[config.mk]
export PLATFORM = sky130hd
export DESIGN_NAME = shift_add_mult_seq
export DESIGN_NICKNAME = d
export VERILOG_FILES = /design/src/rtl/shift_add_mult_seq.sv
export SDC_FILE = /design/constraint.sdc
export NUM_CORES = 1
export LEC_CHECK = 0
export CORE_ASPECT_RATIO = 0.5
export CORE_MARGIN = 1.5
export CORE_UTILIZATION = 50
export CTS_BUF_LIST = sky130_fd_sc_hd__clkbuf_4
export CTS_CLUSTER_DIAMETER = 50
export CTS_CLUSTER_SIZE = 40
export DETAILED_ROUTE_END_ITERATION = 10
export GPL_TIMING_DRIVEN = 0
export HOLD_SLACK_MARGIN = 0.03
export PLACE_DENSITY = 0.73
export REMOVE_ABC_BUFFERS = 1
export SETUP_SLACK_MARGIN = 0.5
export SKIP_CTS_REPAIR_TIMING = 1
export SYNTH_ARGS = -nofsm -noshare
export SYNTH_HDL_FRONTEND = slang
export SYNTH_SLANG_ARGS = --single-unit
export TNS_END_PERCENT = 1
[constraint.sdc]
create_clock -name clk -period 2.89 [get_ports clk]
set_clock_uncertainty 0.15 [all_clocks]
set_input_delay 0.578 -clock clk [delete_from_list [all_inputs] [get_ports clk]]
set_output_delay 0.578 -clock clk [all_outputs]
set_load 0.01 [all_outputs]
[src/rtl/shift_add_mult_seq.sv]
// Sequential shift-and-add unsigned multiplier with a start/busy/done handshake.
// Optional build macro MULT_EARLY_EXIT_EN: finish as soon as no multiplier bits remain.
module shift_add_mult_seq #(
    parameter int WIDTH = 4
) (
    input  logic               clk,
    input  logic               rst,
    input  logic               start,
    input  logic [WIDTH-1:0]   a,
    input  logic [WIDTH-1:0]   b,
    output logic               busy,
    output logic               done,
    output logic [2*WIDTH-1:0] product
);

    localparam int CNT_W = (WIDTH > 1) ? $clog2(WIDTH) : 1;
    localparam logic [CNT_W-1:0] LAST_CNT = CNT_W'(WIDTH - 1);

    typedef enum logic [1:0] {
        IDLE = 2'd0,
        CALC = 2'd1,
        DONE = 2'd2
    } state_t;

    state_t               state_q,   state_d;
    logic [2*WIDTH-1:0]   mcand_q,   mcand_d;
    logic [WIDTH-1:0]     mplier_q,  mplier_d;
    logic [2*WIDTH-1:0]   acc_q,     acc_d;
    logic [CNT_W-1:0]     cnt_q,     cnt_d;
    logic [2*WIDTH-1:0]   product_q, product_d;

    logic [2*WIDTH-1:0]   addend;
    logic [WIDTH-1:0]     mplierShifted;
    logic                 lastIter;

    assign addend        = mplier_q[0] ? mcand_q : '0;
    assign mplierShifted = mplier_q >> 1;

    // The sum includes this iteration's add, so the final edge must load it into product.
`ifdef MULT_EARLY_EXIT_EN
    assign lastIter = (cnt_q == LAST_CNT) || (mplierShifted == '0);
`else
    assign lastIter = (cnt_q == LAST_CNT);
`endif

    always_comb begin
        state_d   = state_q;
        mcand_d   = mcand_q;
        mplier_d  = mplier_q;
        acc_d     = acc_q;
        cnt_d     = cnt_q;
        product_d = product_q;
        case (state_q)
            IDLE: begin
                if (start) begin
                    mcand_d  = {{WIDTH{1'b0}}, a};
                    mplier_d = b;
                    acc_d    = '0;
                    cnt_d    = '0;
                    state_d  = CALC;
                end
            end
            CALC: begin
                acc_d    = acc_q + addend;
                mcand_d  = mcand_q << 1;
                mplier_d = mplierShifted;
                cnt_d    = cnt_q + 1'b1;
                if (lastIter) begin
                    product_d = acc_q + addend;
                    state_d   = DONE;
                end
            end
            DONE: begin
                state_d = IDLE;
            end
            default: begin
                state_d = IDLE;
            end
        endcase
    end

    always_ff @(posedge clk or negedge rst) begin
        if (!rst) begin
            state_q   <= IDLE;
            mcand_q   <= '0;
            mplier_q  <= '0;
            acc_q     <= '0;
            cnt_q     <= '0;
            product_q <= '0;
        end else begin
            state_q   <= state_d;
            mcand_q   <= mcand_d;
            mplier_q  <= mplier_d;
            acc_q     <= acc_d;
            cnt_q     <= cnt_d;
            product_q <= product_d;
        end
    end

    assign busy    = (state_q == CALC);
    assign done    = (state_q == DONE);
    assign product = product_q;

endmodule

== Word level (Yosys, flattened, before mapping) ==
Cells that the tools add are included.

* Add/sub/neg operators: 2
* Eq/ne operators: 5
* Multiplexer cells: 12
* Reduce and logical (&&, ||, !) cells: 5

{| class="wikitable"
|+ Operators with widths
! operator !! count
|-
| case mux 8 bit (2 select lines) || 2
|-
| 2-to-1 mux 8 bit || 3
|-
| adder 8 bit || 1
|-
| case mux 2 bit (2 select lines) || 2
|-
| case mux 4 bit (2 select lines) || 1
|-
| 2-to-1 mux 2 bit || 3
|-
| AND reduction 2 bit || 3
|-
| equality test 2 bit (second input constant) || 2
|-
| 2-to-1 mux 4 bit || 1
|-
| adder 2 x 1 -> 2 bit (second input constant) || 1
|-
| equality test 2 x 1 -> 1 bit (second input constant) || 1
|-
| zero test 2 bit || 1
|-
| inequality test 2 x 1 -> 1 bit (second input constant) || 1
|-
| inequality test 2 bit (second input constant) || 1
|-
| nonzero test 2 bit || 1
|}

* Register bits: 32
* Input bits: 11
* Output and inout bits: 10
* Logic and storage cells: 30

== Logic depth before layout (Yosys ltp) ==
Gate-level depths: netlist (run 1).

* Depth in word-level cells: 3
* Gate-level depth with buffers: 9
* Mapped depth without buffers: 9

== Least setup slack after synthesis (run 1) ==
No wires, ideal clock.

* Path type: flip-flop to flip-flop
* Start point: register mplier_q[0]
* End point: register product_q[4], in the netlist product[4]
* Setup time: 127 ps
* Arrival: 1923 ps
* Required time: 2613 ps
* Setup slack: 690 ps
* Cell stages (with the launch flop): 10
* Period minus slack after synthesis: 2200 ps
* Cell sequence: dfrtp_1 and2_1 ha_1 inv_1 fa_1 nor2b_1 o21ai_1 a21oi_1 nor2b_1 mux2_1

* Cells in the longest elaborated chain, start to end: 2

{| class="wikitable"
|+ Ends and longest elaborated chain
! item !! RTL line !! RTL
|-
| from (decl) || 27 || <nowiki>logic [WIDTH-1:0] mplier_q, mplier_d;</nowiki>
|-
| from (signal assigned) || 93 || <nowiki>mplier_q <= mplier_d;</nowiki>
|-
| 2-to-1 mux 8 bit || 36 || <nowiki>assign addend = mplier_q[0] ? mcand_q : '0;</nowiki>
|-
| adder 8 bit || 69 || <nowiki>product_d = acc_q + addend;</nowiki>
|-
| to (signal assigned) || 96 || <nowiki>product_q <= product_d;</nowiki>
|-
| to (decl) || 30 || <nowiki>logic [2*WIDTH-1:0] product_q, product_d;</nowiki>
|}

No other way between the ends.
A chain may end at the register's enable or synchronous reset.

== Worst setup path after layout (run 1) ==
* Start point: register state_q[1]
* End point: output port busy

* Cells in the longest elaborated chain, start to end: 1

{| class="wikitable"
|+ Ends and longest elaborated chain
! item !! RTL line !! RTL
|-
| from (decl) || 25 || <nowiki>state_t state_q, state_d;</nowiki>
|-
| from (signal assigned) || 91 || <nowiki>state_q <= state_d;</nowiki>
|-
| equality test 2 x 1 -> 1 bit || 100 || <nowiki>assign busy = (state_q == CALC);</nowiki>
|-
| to (decl) || 11 || <nowiki>output logic busy,</nowiki>
|}

No other way between the ends.

==> impl_metrics.yaml, run 1 <==
route:
  drt_iter0_markers: 38
  wl_mm: 3.498
  dr.max_layer_used: "met4"
  antenna_left: 0
  post_drt_wl_per_cell_um: 15.01
  drc: 2
  met3_length_um: 194
  vias_per_cell: 5.682
  drtPass1Iterations: 7
  route.met2.wl_mm: 1.666
  wl_met1_mm: 1.593
  via_count: 1324
critical_path:
  cp-end-kind: "primary output"
  path_class: "reg -> out"
  startpoint_type: "flip-flop"
  reg2regPathDepth: 8
  required_ns: 2.16
  cp_max_fo: 18
  rrSetupSlack_ns: 0.55
  critical_path_arrival_ns: 1.69
  crit_start: "state_q[1]"
  r2r_start: "mplier_q[0]"
  r2r_end: "product[7]"
clock_network:
  htree_levels: 2
  cts_buffers: 5
  cts_tree: "yes"
  clock_latency_ns: 0.33
  cts.sinks: 32
  clk_pin_slew_worst_paths_ns: 0.10
  root_buffer: "clkbuf_4"
  clock_path_buffers: 2
timing:
  slew_headroom: 0.3882
  finalSetupViolCount: 0
  worst_slew_pin_slew_ns: 0.9170
  tns_ns: 0
  max_freq_mhz: 413.1
  fin_crit_sh: 0.8377
  grt_setup_unrepaired: "yes"
  slew_violations: 0
  min_period_ns: 2.421
  hold_viol: 0
  holdWs_ns: 0.1378
global_route:
  antenna_found_initial: 0
  grt_pass1_wl_mm: 5.823
  track_usage: 0.2056
  overflow: 0
  grt_max_degree: 33
  grt_pass1_vias: 1236
power:
  p_leak_nw: 0.9556
  power.total_mw: 2.045
  peakVddDrop_mv: 0.6411
  powerDensity_nw_per_um2: 995.9
synthesis:
  synth_flop_cell: "dfrtp_1"
  synth_async_sr_flop_share: 1.000
  synth_area_um2: 1697
  syn_area_per_cell_um2: 10.28
  yosysUniqueCellTypes: 39
  ys_warn_count: 0
  synth-seq-cells: 32
  syn_inst: 165
  ys_seq_area_frac: 0.4720
  synth_edf_count: 0
run_status:
  violations: "DRC"
  outcome: "complete, but fails checks"
floorplan:
  die_w_um: 85.38
  die_h_um: 44.19
  ios: 21
  die_area_um2: 3773
  initial_utilization: 0.5441
  rows: 14
  coreArea_um2: 3118
run:
  maxCapViolCount: 0
layout:
  final_cells: 233
  area_growth_pct: 21.02
  fin_nets: 212
  diodes: 0
  drive_gt1_frac: 0.1347
  final_util: 0.6585
placement:
  place.gp.congestion: 0.7735
  io_buffers: 20
  placed_cells: 221
  hpwlAfterDp_mm: 2.417
hold_path:
  hold_path_class: "in -> async"
[layer usage]
| metal | track usage | vias up |
|---|---|---|
| met4 | 0.06774 | 0 |
| met2 | 0.3317 | 30 |
| li1 | - | 641 |
| met3 | 0.06716 | 7 |
| met5 | 0 | - |
| met1 | 0.2699 | 646 |
[cell usage after synthesis, types with 3 or more instances]
library cell | number | area (µm²)
nand2_1 | 18 | 67.56
xnor2_1 | 3 | 26.28
dfrtp_1 | 32 | 800.8
nand2b_1 | 3 | 18.77
o21ai_0 | 17 | 85.08
nor2_1 | 6 | 22.52
and2_1 | 8 | 50.05
mux2_2 | 4 | 45.04
a22o_1 | 9 | 78.83
inv_1 | 7 | 26.28
ha_1 | 8 | 100.1
a21oi_1 | 7 | 35.03
nand3_1 | 4 | 20.02
nor2b_1 | 6 | 37.54
mux2i_1 | 4 | 40.04
[kinds of logic after synthesis]
family                   share of synthesized area
multiplexers                               0.05678
XOR/XNOR                                   0.03393
AND/OR/NAND/NOR                             0.1571
flip-flops                                  0.4720
AO/OA/AOI/OAI                               0.1711
adder cells (fa/ha/maj)                    0.07080
buffers and inverters                      0.03835
[flip-flops by register name (all words and copies together), names as in the netlist]
| register | count |
|---|---|
| cnt_q | 2 |
| state_q | 2 |
| acc_q | 8 |
| mplier_q | 4 |
| product | 8 |
| mcand_q | 8 |
[worst max path at each step]
stage	endpoint	slack, ns	depth (start not counted)
floorplan	product[4]	0.69	9
global placement	acc_q[6]	-0.13	4
detailed placement	product[4]	0.33	9
CTS	busy	0.06	3
global route	busy	0.42	3
finish	busy	0.47	3
[area by class of cell]
type,instances,area [µm²]
fillers,264,1065
multi-input cells,120,852.1
flip-flops and latches,32,804.5
inverters,9,46.29
well taps,40,50.05
repair buffers,24,225.2
clock inverters,3,37.54
clock buffers,5,37.54
[per-stage QoR]
stage                     instance area, µm²  worst slack (ns)
after floorplan                         1673            0.6900
after global placement                  1923           -0.1309
after detailed placement                1922            0.3305
after CTS                               1997           0.05619
after global routing                    2053            0.4206
final                                   2053            0.4690
[worst max-delay path: stages, from the launching register on]
cell	delay, ns
dfrtp_2	0.47
nand2b_4	0.21
clkinv_8	0.11
clkdlybuf4s50_1	0.56
[report_power, final]
group          total (mW)  switching (mW)  internal [mW]
Clock               0.332           0.156          0.177
Sequential          0.762           0.133          0.628
Combinational       0.951           0.493          0.458
[cell usage in the layout (no fill, tap or decap), types with 5 or more instances in the layout]
cell type	instances
clkdlybuf4s50_1	19
nor2_1	6
clkbuf_4	5
a22o_1	9
a21oi_1	6
dfrtp_1	29
ha_1	7
o21ai_0	17
inv_1	7
nand2_1	18
nor2b_1	6
and2_1	8
(Power assumes the default switching activity.)
==> inputs of run 2 (changes only) <==
Clock period 2.89 ns to 2.4 ns, I/O delays scaled along.
==> run 2 against run 1 <==
  * The flow still finishes with violations (DRC)
  * Sequential cell count is the same
  * Sequential share of layout area shrank 1.3 points
  * Sequential power grew 20%
  * Critical path depth grew 5
  * Routed wire length grew 4.8%
  * Register-to-register slack lost 0.44 ns
  * Via count grew 1.7%
  * Non-clock buffer count grew 4
  * Worst hold slack lost 0.089 ns
  * Final cell count grew 1.7%
  * Critical endpoint is now product[7]
  * Largest cell class unchanged
==> impl_metrics.yaml, run 2 (synthesis results as in run 1) <==
run_status:
  outcome: "complete, but fails checks"
  violations: "DRC"
critical_path:
  cp_cell_sequence: "buf_4 > and2_1 > ha_1 > a21oi_2 > o211ai_1 > nand2_2 > xnor3_1 > mux2_2"
  max_stage_delay_ns: 0.45
  critPathBufInv: 1
  required_ns: 2.48
  path_class: "reg -> reg"
  critical_path_arrival_ns: 2.37
  cp_max_fo: 5
  startpoint_type: "flip-flop"
  cp-end-kind: "flip-flop"
  path_delay_family: "flip-flops"
  slowest_stage: "dfrtp_2"
route:
  post_drt_wl_per_cell_um: 15.46
  drt_iter0_markers: 38
  drtPass1Iterations: 7
  wl_mm: 3.665
  via_count: 1347
  vias_per_cell: 5.684
  antenna_left: 0
  drc: 2
placement:
  place.gp.congestion: 0.7735
  io_buffers: 20
  placed_area_um2: 1922
  placed_cells: 221
  hpwlAfterDp_mm: 2.417
power:
  peakVddDrop_mv: 0.7895
  powerDensity_nw_per_um2: 1196
  p_leak_nw: 0.9939
timing:
  slew_violations: 0
  grt_setup_unrepaired: "yes"
  hold_viol: 0
  slew_headroom: 0.3787
  finalSetupViolCount: 0
  tns_ns: 0
  max_freq_mhz: 437.0
  worst_slew_pin_slew_ns: 0.9313
  min_period_ns: 2.288
  fin_crit_sh: 0.9534
global_route:
  grt_max_degree: 33
  grtUsageMet2: 0.3317
  met3_usage: 0.06716
  busiest_layer: "met2"
  grt_pass1_vias: 1236
  overflow: 0
  grt_pass1_wl_mm: 5.823
  antenna_found_initial: 0
  track_usage: 0.2056
  met1_usage: 0.2699
layout:
  final_cells: 237
  area_growth_pct: 25.30
  post-route-cell-area_um2: 2126
  diodes: 0
  final_cell_mix: "29 x dfrtp_1, 18 x clkdlybuf4s50_1, 17 x nand2_1, 17 x o21ai_0, 9 x a22o_1"
  drive_gt1_frac: 0.2030
  layout_commonest_cell: "dfrtp_1"
  fin_nets: 216
floorplan:
  die_w_um: 85.38
  coreArea_um2: 3118
  initial_utilization: 0.5441
  die_h_um: 44.19
  rows: 14
  die_area_um2: 3773
  ios: 21
run:
  maxCapViolCount: 0
clock_network:
  clk_pin_slew_worst_paths_ns: 0.10
  htree_levels: 2
  clock_latency_ns: 0.33
  root_buffer: "clkbuf_4"
  cts.sinks: 32
  cts_buffers: 5
  cts_tree: "yes"
  clock_path_buffers: 2
hold_path:
  hold_path_class: "in -> async"
[run 2: changes by cell type in the layout (fill, tap and decap cells not counted), sizes merged]
| cell | previous run | this run |
|---|---|---|
| dlymetal6s2s | 0 | 1 |
| clkdlybuf4s50 | 19 | 18 |
| buf | 5 | 9 |
[run 2: report_power, final]
| part | leakage [nW] | switching (mW) | internal (mW) |
|---|---|---|---|
| clock network | 0.0403 | 0.189 | 0.213 |
| logic | 0.541 | 0.628 | 0.596 |
| registers | 0.412 | 0.161 | 0.757 |
[run 2: metal layers]
metal / vias to the layer above / part of all wire
li1: 649 / -
met1: 657 / 0.44
met2: 34 / 0.48
met3: 7 / 0.063
met4: 0 / 0.012
met5: - / 0
[run 2: final cells by class]
| type | instances | area, µm² |
|---|---|---|
| Fill cell | 249 | 992.2 |
| Clock inverter | 3 | 37.54 |
| Multi-Input combinational cell | 120 | 892.1 |
| Tap cell | 40 | 50.05 |
| Sequential cell | 32 | 804.5 |
| Clock buffer | 5 | 37.54 |
| Inverter | 9 | 46.29 |
| Timing Repair Buffer | 28 | 257.7 |
[run 2: through the flow]
| stage | setup slack [ns] | hold slack, ns | util | power [mW] |
|---|---|---|---|---|
| CTS | -0.3358 | 0.05778 | 0.6404 | 2.403 |
| global placement | -0.5229 | 0.3129 | 0.6168 | 1.951 |
| finish | 0.1118 | 0.04927 | 0.6818 | 2.543 |
| detailed placement | -0.1595 | 0.3203 | 0.6164 | 1.995 |
| global route | 0.04966 | 0.08790 | 0.6818 | 2.717 |
| floorplan | 0.2000 | 0.03441 | - | 1.624 |
[run 2: path summary, 6_finish.rpt]
check | startpoint | endpoint | slack (ns) | depth (start not counted)
max | mplier_q[0] | product[7] | 0.11 | 8
min | rst | cnt_q[1] | 0.05 | 1
max reg2reg | mplier_q[0] | product[7] | 0.11 | 8
min reg2reg | product[2] | product[2] | 0.34 | 2
max in group asynchronous | rst | mplier_q[0] | 1.54 | 1
min in group clk | product[2] | product[2] | 0.34 | 2
[run 2: worst reg2reg max path, stage by stage, from the launching register on]
cell      delay, ns
dfrtp_2        0.45
buf_4          0.16
and2_1         0.14
ha_1           0.35
a21oi_2        0.18
o211ai_1       0.13
nand2_2        0.12
xnor3_1        0.23
mux2_2         0.27
==> inputs of run 3 (changes only) <==
Settings changed: ABC_AREA from default to 1.
==> run 3 against run 2 <==
  * The flow still finishes with violations (DRC)
  * Fmax rose by 10%
  * Register-to-register slack improved by 0.40 ns
  * Final cell count rose by 14%
  * Sequential cell count did not move
  * Worst hold slack got worse by 0.017 ns
  * Setup slack improved by 0.21 ns
  * Critical path type is now reg -> out
  * Critical endpoint is now done
  * Largest cell class is now sequential cells
  * Largest power group unchanged
==> impl_metrics.yaml, run 3 <==
critical_path:
  cp_max_fo: 2
  r2r_start: "mplier_q[0]"
  critical_path_arrival_ns: 1.45
  path_class: "reg -> out"
  reg2regPathDepth: 9
  required_ns: 1.77
  cp-end-kind: "primary output"
  rrSetupSlack_ns: 0.51
  startpoint_type: "flip-flop"
  r2r_end: "product[4]"
run_status:
  violations: "DRC"
  outcome: "complete, but fails checks"
run:
  maxCapViolCount: 0
timing:
  fin_crit_sh: 0.8668
  finalSetupViolCount: 0
  worst_slew_pin_slew_ns: 0.7306
  setup_ws_ns: 0.3196
  slew_headroom: 0.5129
  grt_setup_unrepaired: "yes"
  holdWs_ns: 0.03276
  hold_viol: 0
  max_freq_mhz: 480.7
  slew_violations: 0
  min_period_ns: 2.080
clock_network:
  cts_buffers: 5
  cts.sinks: 32
  cts_tree: "yes"
  clock_path_buffers: 2
  clk_pin_slew_worst_paths_ns: 0.11
  root_buffer: "clkbuf_4"
  clock_latency_ns: 0.34
  htree_levels: 2
floorplan:
  die_h_um: 44.04
  initial_utilization: 0.5432
  rows: 14
  coreArea_um2: 3100
  die_w_um: 85.08
  die_area_um2: 3747
  ios: 21
synthesis:
  yosysTopAreaCellShare: 0.4755
  synth_async_sr_flop_share: 1.000
  synthTopCellsByArea: "dfrtp_1 48%, nand2_1 14%, inv_1 6.5%"
  synthTopCellsByCount: "61 x nand2_1, 32 x dfrtp_1, 29 x inv_1, 17 x nand3_1, 10 x o21ai_0"
  ys_warn_count: 0
  yosysMostFrequentCell: "nand2_1"
  synth_edf_count: 0
  synth-seq-cells: 32
  syn_inst: 205
  synth_area_um2: 1684
  post-synth-top-area-cell: "dfrtp_1"
  ys_seq_area_frac: 0.4755
  synth_flop_cell: "dfrtp_1"
  yosysUniqueCellTypes: 25
  syn_area_per_cell_um2: 8.215
placement:
  io_buffers: 20
  place.gp.congestion: 0.8346
  dp_slack_ns: 0.3093
  hpwlAfterDp_mm: 2.297
global_route:
  track_usage: 0.2082
  antenna_found_initial: 0
  grt_pass1_vias: 1306
  grt_pass1_wl_mm: 5.906
  grt_max_degree: 33
  overflow: 0
route:
  drc: 2
  drt_iter0_markers: 75
  via_count: 1369
  drtPass1Iterations: 7
  post_drt_wl_per_cell_um: 12.44
  vias_per_cell: 5.070
  antenna_left: 0
  wl_mm: 3.358
power:
  peakVddDrop_mv: 0.8774
  p_leak_nw: 1.070
  powerDensity_nw_per_um2: 1305
  power.total_mw: 2.599
layout:
  drive_gt1_frac: 0.1000
  fin_nets: 249
  area_growth_pct: 18.28
  fill_cells: 284
  diodes: 0
  final_util: 0.6425
  regArea_um2: 802.0
  layout_commonest_cell: "nand2_1"
  multi_input_area_um2: 719.4
  final_cell_mix: "61 x nand2_1, 31 x dfrtp_1, 29 x inv_1"
hold_path:
  hold_path_class: "in -> async"
==> run 3: critical path, stage by stage (launching register included) <==
cell and delay, ns:
dfrtp_1 0.42, inv_1 0.07, nor2_1 0.09, clkdlybuf4s50_1 0.54
==> run 3: stage by stage <==
step,TNS (ns),std cells,cell area (µm²)
finish,0,270,1992
global route,0,270,1992
CTS,-0.08756,268,1973
detailed placement,0,260,1893
global placement,0,260,1898
floorplan,0,200,1648
==> run 3: routing by layer <==
| metal | vias to the layer above | GRT usage | routed length, µm |
|---|---|---|---|
| li1 | 702 | - | - |
| met1 | 630 | 0.2841 | 1678 |
| met2 | 31 | 0.3365 | 1465 |
| met3 | 6 | 0.05037 | 177 |
| met4 | 0 | 0.06885 | 37 |
| met5 | - | 0 | 0 |
==> run 3: final cells by class <==
class	count	share of cell area
Tap cell	40	0.02513
Clock inverter	3	0.02136
Sequential cell	32	0.4026
Clock buffer	5	0.01884
Multi-Input combinational cell	134	0.3612
Inverter	34	0.06407
Timing Repair Buffer	22	0.1068
==> run 3: worst max-delay path by stage <==
stage,startpoint,end,slack (ns),cells after the start
floorplan,mplier_q[0],acc_q[2],0.65,7
global placement,rst,product[6],0.07,1
detailed placement,state_q[0],busy,0.31,3
CTS,state_q[1],busy,-0.09,2
global route,state_q[1],done,0.27,3
finish,state_q[1],done,0.32,3
==> run 3: cell families (layout without fill, tap and decap cells) <==
group | Yosys count | in the layout | synth area share
simple gates | 92 | 92 | 0.2318
compound gates | 31 | 31 | 0.1137
buf+inv | 39 | 64 | 0.09732
xor+xnor | 2 | 2 | 0.01040
fa+ha+maj | 9 | 9 | 0.07133
flops | 32 | 32 | 0.4755
==> run 3: power breakdown <==
group	switching (mW)	leakage (nW)	internal (mW)
Sequential	0.141	0.408	0.767
Clock	0.201	0.0412	0.217
Combinational	0.736	0.621	0.536
Total	1.08	1.07	1.52
